--- src/rtl/esd_pkg.sv ---
// Shared types and constants for the ESD shutdown sequencer: state encoding,
// channel-count limit and a lowest-set-bit helper for fault reporting.
package esd_pkg;

  localparam int MAX_CH   = 8;
  localparam int CH_IDX_W = $clog2(MAX_CH);

  localparam logic [2:0] ST_SAFE  = 3'd0;
  localparam logic [2:0] ST_START = 3'd1;
  localparam logic [2:0] ST_RUN   = 3'd2;
  localparam logic [2:0] ST_STOP  = 3'd3;
  localparam logic [2:0] ST_FAULT = 3'd4;

  typedef enum logic [2:0] {
    SAFE  = ST_SAFE,
    START = ST_START,
    RUN   = ST_RUN,
    STOP  = ST_STOP,
    FAULT = ST_FAULT
  } seq_state_t;

  // Index of the lowest set bit; 0 when no bit is set.
  function automatic logic [CH_IDX_W-1:0] lowest_set(input logic [MAX_CH-1:0] v);
    lowest_set = '0;
    for (int i = MAX_CH - 1; i >= 0; i--) begin
      if (v[i]) lowest_set = CH_IDX_W'(i);
    end
  endfunction

endpackage

--- src/rtl/esd_stage_timer.sv ---
// Loadable down-counter for inter-stage delays. A load strobe starts a
// DLY-cycle interval; expire is high once the interval has elapsed.
module esd_stage_timer #(
  parameter int DLY = 8
) (
  input  logic clk,
  input  logic rst_n,
  input  logic load,
  output logic expire
);

  localparam int W = $clog2(DLY + 1);

  logic [W-1:0] count;

  // NOTE: sequential state is always written with <= so every register
  // samples the pre-edge values of its neighbours.
  always_ff @(posedge clk or negedge rst_n) begin
    if (!rst_n) begin
      count <= '0;
    end else if (load) begin
      count <= W'(DLY - 1);
    end else if (count != '0) begin
      count <= count - 1'b1;
    end
  end

  assign expire = (count == '0);

endmodule

--- src/rtl/esd_shutdown_sequencer.sv ---
// Staged de-energize / re-energize sequencer for ESD output channels.
// Feedback supervision and the FAULT state exist only with ESD_SEQ_FB_CHECK_EN.
module esd_shutdown_sequencer
  import esd_pkg::*;
#(
  parameter int N_CH       = 4,
  parameter int STAGE_DLY  = 50000,
  parameter int FB_TIMEOUT = 5000
) (
  input  logic                clk,
  input  logic                rst_n,
  input  logic                trip_req,
  input  logic                restart_req,
  input  logic [N_CH-1:0]     ch_fb,
  output logic [N_CH-1:0]     ch_en,
  output logic                busy,
  output logic                running,
  output logic                seq_done,
  output logic                fault,
  output logic [CH_IDX_W-1:0] fault_ch
);

  localparam int KW = $clog2(N_CH);

  seq_state_t          state, state_nx;
  logic [KW-1:0]       k, k_nx;
  logic [N_CH-1:0]     en_nx;
  logic [CH_IDX_W-1:0] fault_ch_nx;
  logic                done_nx;
  logic                tmr_load, tmr_exp;
  logic                fb_fault;
  logic [CH_IDX_W-1:0] fb_fault_ch;

  esd_stage_timer #(.DLY(STAGE_DLY)) u_timer (
    .clk    (clk),
    .rst_n  (rst_n),
    .load   (tmr_load),
    .expire (tmr_exp)
  );

`ifdef ESD_SEQ_FB_CHECK_EN
  localparam int MW = $clog2(FB_TIMEOUT + 1);

  logic [MW-1:0]   mis_cnt;
  logic [N_CH-1:0] diff;
  logic            mismatch;

  assign diff     = ch_fb ^ ch_en;
  assign mismatch = |diff;

  // Counts consecutive mismatching samples in RUN, saturating at the timeout.
  always_ff @(posedge clk or negedge rst_n) begin
    if (!rst_n) begin
      mis_cnt <= '0;
    end else if (state == RUN && mismatch) begin
      if (mis_cnt != MW'(FB_TIMEOUT)) mis_cnt <= mis_cnt + 1'b1;
    end else begin
      mis_cnt <= '0;
    end
  end

  always_comb begin
    fb_fault    = 1'b0;
    fb_fault_ch = CH_IDX_W'(k);
    if (state == START && tmr_exp && !ch_fb[k]) begin
      fb_fault = 1'b1;
    end else if (state == RUN && mismatch && mis_cnt == MW'(FB_TIMEOUT)) begin
      fb_fault    = 1'b1;
      fb_fault_ch = lowest_set(MAX_CH'(diff));
    end
  end
`else
  logic unused_fb;

  assign unused_fb   = ^ch_fb;
  assign fb_fault    = 1'b0;
  assign fb_fault_ch = '0;
`endif

  // NOTE: every output of this block gets a default before the case so no
  // path leaves a signal unassigned and no latch is inferred.
  always_comb begin
    state_nx    = state;
    k_nx        = k;
    en_nx       = ch_en;
    fault_ch_nx = fault_ch;
    done_nx     = 1'b0;
    tmr_load    = 1'b0;
    if (fb_fault) begin
      state_nx    = FAULT;
      en_nx       = '0;
      fault_ch_nx = fb_fault_ch;
    end else begin
      case (state)
        SAFE: begin
          if (restart_req && !trip_req) begin
            state_nx = START;
            k_nx     = '0;
            en_nx    = N_CH'(1);
            tmr_load = 1'b1;
          end
        end
        START: begin
          if (trip_req) begin
            state_nx = STOP;
            en_nx[k] = 1'b0;
            tmr_load = 1'b1;
          end else if (tmr_exp) begin
            if (k == KW'(N_CH - 1)) begin
              state_nx = RUN;
              done_nx  = 1'b1;
            end else begin
              k_nx            = k + 1'b1;
              en_nx[k + 1'b1] = 1'b1;
              tmr_load        = 1'b1;
            end
          end
        end
        RUN: begin
          if (trip_req) begin
            state_nx        = STOP;
            k_nx            = KW'(N_CH - 1);
            en_nx[N_CH - 1] = 1'b0;
            tmr_load        = 1'b1;
          end
        end
        STOP: begin
          // k is the channel most recently released; k==0 means all are off.
          if (tmr_exp) begin
            if (k == '0) begin
              state_nx = SAFE;
              done_nx  = 1'b1;
            end else begin
              en_nx[k - 1'b1] = 1'b0;
              k_nx            = k - 1'b1;
              tmr_load        = 1'b1;
            end
          end
        end
        FAULT: begin
          if (restart_req && !trip_req) begin
            state_nx    = SAFE;
            fault_ch_nx = '0;
          end
        end
        default: state_nx = SAFE;
      endcase
    end
  end

  always_ff @(posedge clk or negedge rst_n) begin
    if (!rst_n) begin
      state    <= SAFE;
      k        <= '0;
      ch_en    <= '0;
      fault_ch <= '0;
      seq_done <= 1'b0;
      busy     <= 1'b0;
      running  <= 1'b0;
      fault    <= 1'b0;
    end else begin
      state    <= state_nx;
      k        <= k_nx;
      ch_en    <= en_nx;
      fault_ch <= fault_ch_nx;
      seq_done <= done_nx;
      busy     <= (state_nx == START) || (state_nx == STOP);
      running  <= (state_nx == RUN);
      fault    <= (state_nx == FAULT);
    end
  end

endmodule

--- config.mk ---
export PLATFORM = sky130hd
export DESIGN_NAME = esd_shutdown_sequencer
export DESIGN_NICKNAME = d
export VERILOG_FILES = /design/src/rtl/esd_pkg.sv /design/src/rtl/esd_stage_timer.sv /design/src/rtl/esd_shutdown_sequencer.sv
export SDC_FILE = /design/constraint.sdc
export NUM_CORES = 1
export LEC_CHECK = 0
export CORE_MARGIN = 2
export CORE_UTILIZATION = 55
export CTS_CLUSTER_SIZE = 30
export DETAILED_ROUTE_END_ITERATION = 10
export GPL_TIMING_DRIVEN = 0
export MAX_ROUTING_LAYER = met4
export PLACE_DENSITY = 0.81
export SLEW_MARGIN = 25
export SYNTH_ARGS = -nofsm -noshare
export SYNTH_HDL_FRONTEND = slang
export SYNTH_SLANG_ARGS = --single-unit
--- constraint.sdc ---
create_clock -name clk -period 2.3 [get_ports clk]
set_input_delay 0.46 -clock clk [delete_from_list [all_inputs] [get_ports clk]]
set_output_delay 0.46 -clock clk [all_outputs]
set_load 0.005 [all_outputs]
==> metrics.md, run 1 <==
| Metric | Value |
|---|---|
| Outcome | `complete, no violations` |
| Post-Syn Area | `1705 µm²` |
| Grt total ovfl | `0` |
| Post-Layout Cell Count | `242` |
| Die height | `59.69 µm` |
| Initial antenna violation count | `0` |
| Peak VDD IR | `between 0.4 and 0.5 mV` |
| Clock root cell | `clkbuf_4` |
| Critical register-to-register path startpoint | `u_timer.count[0]$_DFFE_PN0P_` |
| Dominant cell type by area after synthesis | `dfrtp_1` |
| Core Area | `3003 µm²` |
| Worst Skew | `between 0.003 and 0.004 ns` |
| Critical path required time | `2.51 ns` |
| Nets | `roughly 220` |
| Clock Path Buffers | `2` |
| LEAKAGE | `0.8262 nW` |
| Smallest hold slack | `around 0.14 ns` |
| Synth top area share | `0.4255` |
| Half-perimeter wire length after placement | `approximately 2500 µm` |
| Dpl cells | `231` |
| Area Growth Syn to Fin | `15.33%` |
| Arrival @ worst endpoint | `2.42 ns` |
| Die area | `~3600 µm²` |
| Worst setup startpoint | `u_timer.count[0]$_DFFE_PN0P_` |
| Final setup margin | `0.08907 ns` |
| DRT antenna net count | `0` |
| DR vias/cell | `slightly above 6` |
| Critical Path End Type | `flip-flop` |
| Via count | `about 1500` |
| # H-tree levels | `2` |
| Max Transition Viols Final | `0` |
| Pre-antenna DRT Iters | `5` |
| Library cells used by synthesis | `49` |
| Post-route DRC | `0` |
| Yosys warning count | `0` |
| # diodes | `0` |
| Port Buf Inserts | `11` |
| Largest net degree at the start of global routing | `30` |
| Synth area leaders | `dfrtp_1, nand2_1, ha_1, nor2_1, xor2_1` |
| CTS Hold Bufs | `0` |
| Worst-Margin Slew | `0.6409 ns` |
| Clock Latency Late Sink | `0.34 ns` |
| Avg WL per Cell | `15.66 µm` |
| Commonest non-fill, non-tap cell in the layout | `dfrtp_1` |
| Worst-path clk slew | `0.09 ns` |
| Max Freq | `452.3 MHz` |
| Share of layout cells above drive strength 1 | `0.1244` |
| Max_cap viols | `0` |
| Final Cycle Share | `0.9613` |
| Vias in the first global route | `1439` |
| Async S/R FF share, synth | `1.000` |
| I/O Pins | `19` |
| Fin crit period | `2.211 ns` |
| Final setup vio count | `0` |
| Crit path kind | `flip-flop to flip-flop` |
| #FFs+latches synth | `29` |
| CTS tree | `done` |
| Most frequent cells in the layout | `dfrtp_1, nor2_1, nand2_1` |
| Pre-CTS WS | `-0.3798 ns` |
| PwrDens | `913.8 nW/µm²` |
| 1st-iter DRT viols | `77` |
| Synth Flop Type | `dfrtp_1` |
| Row cnt | `20` |
| Seq/Total Area, Yosys | `0.4255` |
| Post-Syn Area per Cell | `9.218 µm²` |
| Final Total Pwr | `1.797 mW` |
| Final hold vios | `0` |
| Routed WL | `3790 µm` |
| First-pass GRT wire length | `6134 µm` |
| Startpoint Class | `flip-flop` |
| Post-synth EDFFs | `0` |
| TritonCTS Buffers | `5` |
| Cells after Synth | `approximately 190` |
| Starting Density | `0.5679` |
| Clock sink count | `29` |
| Worst min-delay path class | `input pin to asynchronous set/reset pin` |
| Worst rel slew slack | `0.5728` |
| Crit Path Max Fanout | `7` |
| Die Span X | `59.69 µm` |
| GRT Util Overall | `0.2390` |
| Final Wtd Congestion | `0.9451` |
logic make-up after synthesis:
family,count (synthesis),share of synthesized area
simple gates,78,0.2414
compound gates,38,0.1555
flops,29,0.4255
buf+inv,18,0.05135
xor+xnor,12,0.06163
fa+ha+maj,6,0.04402
mux,3,0.01834
other cells,1,0.002199
final timing paths:
check / to / slack (ns) / cells past startpoint
min: u_timer.count[2]$_DFFE_PN0P_ / 0.14 / 1
max reg2reg: ch_en[0]$_DFFE_PN0P_ / 0.09 / 8
min reg2reg: ch_en[2]$_DFFE_PN0P_ / 0.54 / 2
min in group clk: ch_en[2]$_DFFE_PN0P_ / 0.54 / 2
max: ch_en[0]$_DFFE_PN0P_ / 0.09 / 8
max in group asynchronous: ch_en[0]$_DFFE_PN0P_ / 1.75 / 1
synthesized netlist by cell type, drive strengths merged, types with 2 or more instances:
cell    instances
inv             7
nand4b          2
nor3            5
o211ai          2
nand3b          3
nand2b          2
a31oi           4
clkbuf          6
o21ai           2
xnor2           4
or2             3
a21oi          13
o221ai          2
nand4           4
ha              6
nand2          21
nor2           21
dfrtp          29
nand3           5
a221o           2
buf             5
o22ai           2
nor4            6
xor2            8
mux2i           2
a211oi          2
registers in the layout, summed over array words and instances (netlist names):
name and flops:
u_timer.count 16, seq_done 1, busy 1, ch_en 4, running 1, k 2
state 3, fault 1
per-layer routing:
metal	global-route usage	share of wire	vias up
met5	-	0	-
met4	0.1206	0.031	0
met3	0.06710	0.059	14
met2	0.3944	0.52	54
met1	0.2621	0.38	732
li1	-	-	708
worst max-delay path, cell delays in order, from the launching register on:
cell and delay [ns]:
dfrtp_1 0.41, inv_1 0.13, ha_1 0.20, nor3b_4 0.27
nand2_2 0.16, or2_1 0.28, buf_6 0.14, a311oi_4 0.36
o22ai_1 0.14
per-stage QoR:
step | util | setup TNS [ns] | area, µm²
floorplan | - | 0 | 1713
global placement | 0.6208 | -2.501 | 1864
global route | 0.6550 | -0.02302 | 1967
CTS | 0.6392 | 0 | 1919
detailed placement | 0.6192 | -2.956 | 1859
finish | 0.6550 | 0 | 1967
power by group:
part	leakage, nW	total, mW	internal, mW	switching [mW]
logic	0.457	0.690	0.327	0.363
registers	0.343	0.813	0.641	0.171
clock network	0.0265	0.295	0.121	0.174
final cells by class:
cell class	instances	area, µm²
fill	254	1036
sequential	29	725.7
tap	33	41.29
inverter	7	26.28
multi-input combinational	140	935.9
clock buffer	8	48.80
buffer	11	61.31
timing repair buffer	14	127.6
what timing repair did:
item	4_1_cts	5_1_grt
pin swaps	1	1
gates resized for setup	2	4
setup buffers	0	3
endpoints found under the setup margin	5	4
gates cloned	0	0
Power figures use the tool's default switching activity.
==> run 2, diff against run 1 <==
Settings changed: CELL_PAD_IN_SITES_DETAIL_PLACEMENT set to 0, CELL_PAD_IN_SITES_GLOBAL_PLACEMENT set to 1, CORE_UTILIZATION 55 to 38, PLACE_DENSITY 0.81 to 0.77, RECOVER_POWER set to 100.
Clock period 2.3 ns to 1.9 ns, I/O delays scaled along.
==> run 2 against run 1 <==
Net effect: the flow now finishes with violations (capacitance limit, slew limit); total power increased by 40%; sequential share of layout area decreased by 4.6 points; utilization decreased by 13 points; critical path depth unchanged; largest power group is now combinational logic; sequential cell count unchanged; sequential power increased by 23%; worst hold slack improved by 0.36 ns; register-to-register slack got worse by 0.06 ns; global-route usage decreased by 4.6 points; non-clock buffer count increased by 14.
==> metrics.md, run 2 (same netlist as run 1, synthesis figures left out) <==
| Metric | Value |
|---|---|
| Clock sink count | `29 (unchanged)` |
| Cell area after layout | `2250 µm² (was 1967 µm²)` |
| Utilization after layout | `0.5203 (was 0.6550)` |
| Crit-path max cell delay | `0.36 ns (was 0.41 ns)` |
| Final setup vio count | `0 (unchanged)` |
| DR vias/cell | `5.647 (was 6.231)` |
| Arrival @ worst endpoint | `2.07 ns (was 2.42 ns)` |
| PwrDens | `1119 nW/µm² (was 913.8 nW/µm²)` |
| Sw Share | `0.3919 (was 0.3936)` |
| Final Total Pwr | `2.517 mW (was 1.797 mW)` |
| Clock root cell | `clkbuf_8 (was clkbuf_4)` |
| Clock Path Buffers | `2 (unchanged)` |
| Max_cap viols | `1 (was 0)` |
| Row cnt | `24 (was 20)` |
| Post-place instance area | `1888 µm² (was 1859 µm²)` |
| Post-Layout Cell Count | `275 (was 242)` |
| Violated checks | `capacitance limit, slew limit` |
| Share of layout cells above drive strength 1 | `0.2780 (was 0.1244)` |
| Avg WL per Cell | `16.29 µm (was 15.66 µm)` |
| Vias in the first global route | `1581 (was 1439)` |
| LEAKAGE | `0.9701 nW (was 0.8262 nW)` |
| Worst rel slew slack | `-0.06065 (was 0.5728)` |
| Buf/Inv on CP | `3 (was 2)` |
| TritonCTS Buffers | `5 (unchanged)` |
| Sequential share of power | `0.398 (was 0.452)` |
| Area Growth Syn to Fin | `31.92% (was 15.33%)` |
| Max Freq | `533.1 MHz (was 452.3 MHz)` |
| Startpoint Class | `flip-flop (unchanged)` |
| Largest net degree at the start of global routing | `30 (unchanged)` |
| Worst-path clk slew | `0.07 ns (was 0.09 ns)` |
| Post-route DRC | `0 (unchanged)` |
| First-pass GRT wire length | `7555 µm (was 6134 µm)` |
| 1st-iter DRT viols | `146 (was 77)` |
| Die area | `5040 µm² (was 3562 µm²)` |
| GRT Util Overall | `0.1932 (was 0.2390)` |
| Starting Density | `0.3944 (was 0.5679)` |
| Final setup margin | `0.02428 ns (was 0.08907 ns)` |
| Outcome | `finished with violations (was complete, no violations)` |
| Dpl cells | `250 (was 231)` |
| Pre-antenna DRT Iters | `4 (was 5)` |
| Delay-heaviest family, CP | `buffers and inverters (was simple AND/OR/NAND/NOR gates)` |
| Die height | `70.99 µm (was 59.69 µm)` |
| Crit path kind | `flip-flop to flip-flop (unchanged)` |
| Worst min-delay path class | `input pin to asynchronous set/reset pin (unchanged)` |
| Fill count | `422 (was 254)` |
| Core Area | `4324 µm² (was 3003 µm²)` |
| Gate power share | `0.405 (was 0.384)` |
| Final Cycle Share | `0.9872 (was 0.9613)` |
| Final hold vios | `0 (unchanged)` |
| Clk pwr share | `0.197 (was 0.164)` |
| Pre-CTS WS | `-0.7342 ns (was -0.3798 ns)` |
| # H-tree levels | `2 (unchanged)` |
| Worst-Margin Slew | `1.591 ns (was 0.6409 ns)` |
| Max reg flops | `16 (unchanged)` |
| Most frequent cells in the layout | `dfrtp_1, buf_4, nand2_1 (was dfrtp_1, nor2_1, nand2_1)` |
| Critical path required time | `2.09 ns (was 2.51 ns)` |
| Final Wtd Congestion | `0.8516 (was 0.9451)` |
| CTS Hold Bufs | `0 (unchanged)` |
| Half-perimeter wire length after placement | `2718 µm (was 2540 µm)` |
| RSZ-0062 raised after global routing | `true` |
| Critical-path cell with the highest stage delay | `dfrtp_1 (unchanged)` |
| Die Span X | `70.99 µm (was 59.69 µm)` |
| Routed WL | `4479 µm (was 3790 µm)` |
| Commonest non-fill, non-tap cell in the layout | `dfrtp_1 (unchanged)` |
| Power Internal | `1.530 mW (was 1.090 mW)` |
| # diodes | `0 (unchanged)` |
| CP Cell Sequence | `buf_2, nand2b_1, clkbuf_2, or2_2, o22ai_2, a31oi_4, buf_4, o211ai_1 (was inv_1, ha_1, nor3b_4, nand2_2, or2_1, buf_6, a311oi_4, o22ai_1)` |
| Clock Latency Late Sink | `0.28 ns (was 0.34 ns)` |
| Peak VDD IR | `0.4849 mV (was 0.4989 mV)` |
| Grt total ovfl | `0 (unchanged)` |
| Port Buf Inserts | `11 (unchanged)` |
| Worst Skew | `0.007413 ns (was 0.003346 ns)` |
| Psw | `0.9863 mW (was 0.7075 mW)` |
| Fin crit period | `1.876 ns (was 2.211 ns)` |
| Max Transition Viols Final | `30 (was 0)` |
| Via count | `1553 (was 1508)` |
| Initial antenna violation count | `0 (unchanged)` |
| Critical Path End Type | `flip-flop (unchanged)` |
| Biggest register | `u_timer.count (unchanged)` |
| Largest regs | `u_timer.count: 16 flops, ch_en: 4 flops, state: 3 flops (unchanged)` |
| I/O Pins | `19 (unchanged)` |
| Crit Path Max Fanout | `10 (was 7)` |
| DRT antenna net count | `0 (unchanged)` |
| Nets | `236 (was 222)` |
| CTS tree | `done (unchanged)` |
[run 2: cell types whose count changed in the layout (fill, tap and decap cells not counted), sizes merged]
| cell | change |
|---|---|
| buf | +15 |
| clkdlybuf4s50 | -8 |
| dlygate4sd3 | +8 |
| clkbuf | -3 |
| clkinv | +2 |
[run 2: final cells by class]
| type | count | area (µm²) | area share |
|---|---|---|---|
| inverters | 7 | 26.28 | 0.01168 |
| well taps | 52 | 65.06 | 0.02892 |
| clock inverters | 2 | 10.01 | 0.004449 |
| repair buffers | 30 | 246.5 | 0.1096 |
| plain buffers | 9 | 53.80 | 0.02392 |
| clock buffers | 6 | 72.57 | 0.03226 |
| multi-input cells | 140 | 1049 | 0.4661 |
| flip-flops and latches | 29 | 726.9 | 0.3231 |
[run 2: power groups by stage]
stage | clock [mW] | sequential, mW | combinational [mW]
6_report | 0.495 | 1.00 | 1.02
4_1_cts | 0.508 | 0.989 | 0.952
3_3_place_gp | 0 | 0.971 | 0.746
2_1_floorplan | 0 | 0.941 | 0.604
5_1_grt | 0.541 | 1.02 | 1.15
3_5_place_dp | 0 | 0.984 | 0.778
[run 2: per-layer routing]
metal	share of wire	up-vias	wire, µm	track usage
met3	0.030	13	133	0.03846
met4	0.022	0	99	0.06918
met1	0.43	771	1919	0.2354
met5	0	-	0	-
met2	0.52	33	2326	0.3188
li1	-	736	-	-
[run 2: worst paths after layout]
| check | from | end | slack (ns) | depth (start not counted) |
|---|---|---|---|---|
| min reg2reg | ch_en[2]$_DFFE_PN0P_ | ch_en[2]$_DFFE_PN0P_ | 0.54 | 2 |
| min in group clk | ch_en[2]$_DFFE_PN0P_ | ch_en[2]$_DFFE_PN0P_ | 0.54 | 2 |
| max reg2reg | state[2]$_DFF_PN0_ | u_timer.count[2]$_DFFE_PN0P_ | 0.02 | 8 |
| max in group asynchronous | rst_n | u_timer.count[2]$_DFFE_PN0P_ | 0.37 | 1 |
| min | rst_n | u_timer.count[15]$_DFFE_PN0P_ | 0.49 | 1 |
| max | state[2]$_DFF_PN0_ | u_timer.count[2]$_DFFE_PN0P_ | 0.02 | 8 |
[run 2: what timing repair did]
item / 4_1_cts / 5_1_grt
endpoints found under the setup margin: 24 / 22
buffers inserted: 9 / 10
gates resized for setup: 25 / 13
endpoints found under the hold margin: 0 / 0
pin swaps: 6 / 8
[run 2: stage by stage]
| step | TNS (ns) | hold WS, ns |
|---|---|---|
| 3_5_place_dp | -10.42 | 0.4699 |
| 2_1_floorplan | 0 | 0.08441 |
| 4_1_cts | -0.05399 | 0.1646 |
| 6_report | 0 | 0.4920 |
| 5_1_grt | -0.6343 | 0.5741 |
| 3_3_place_gp | -11.85 | 0.5141 |
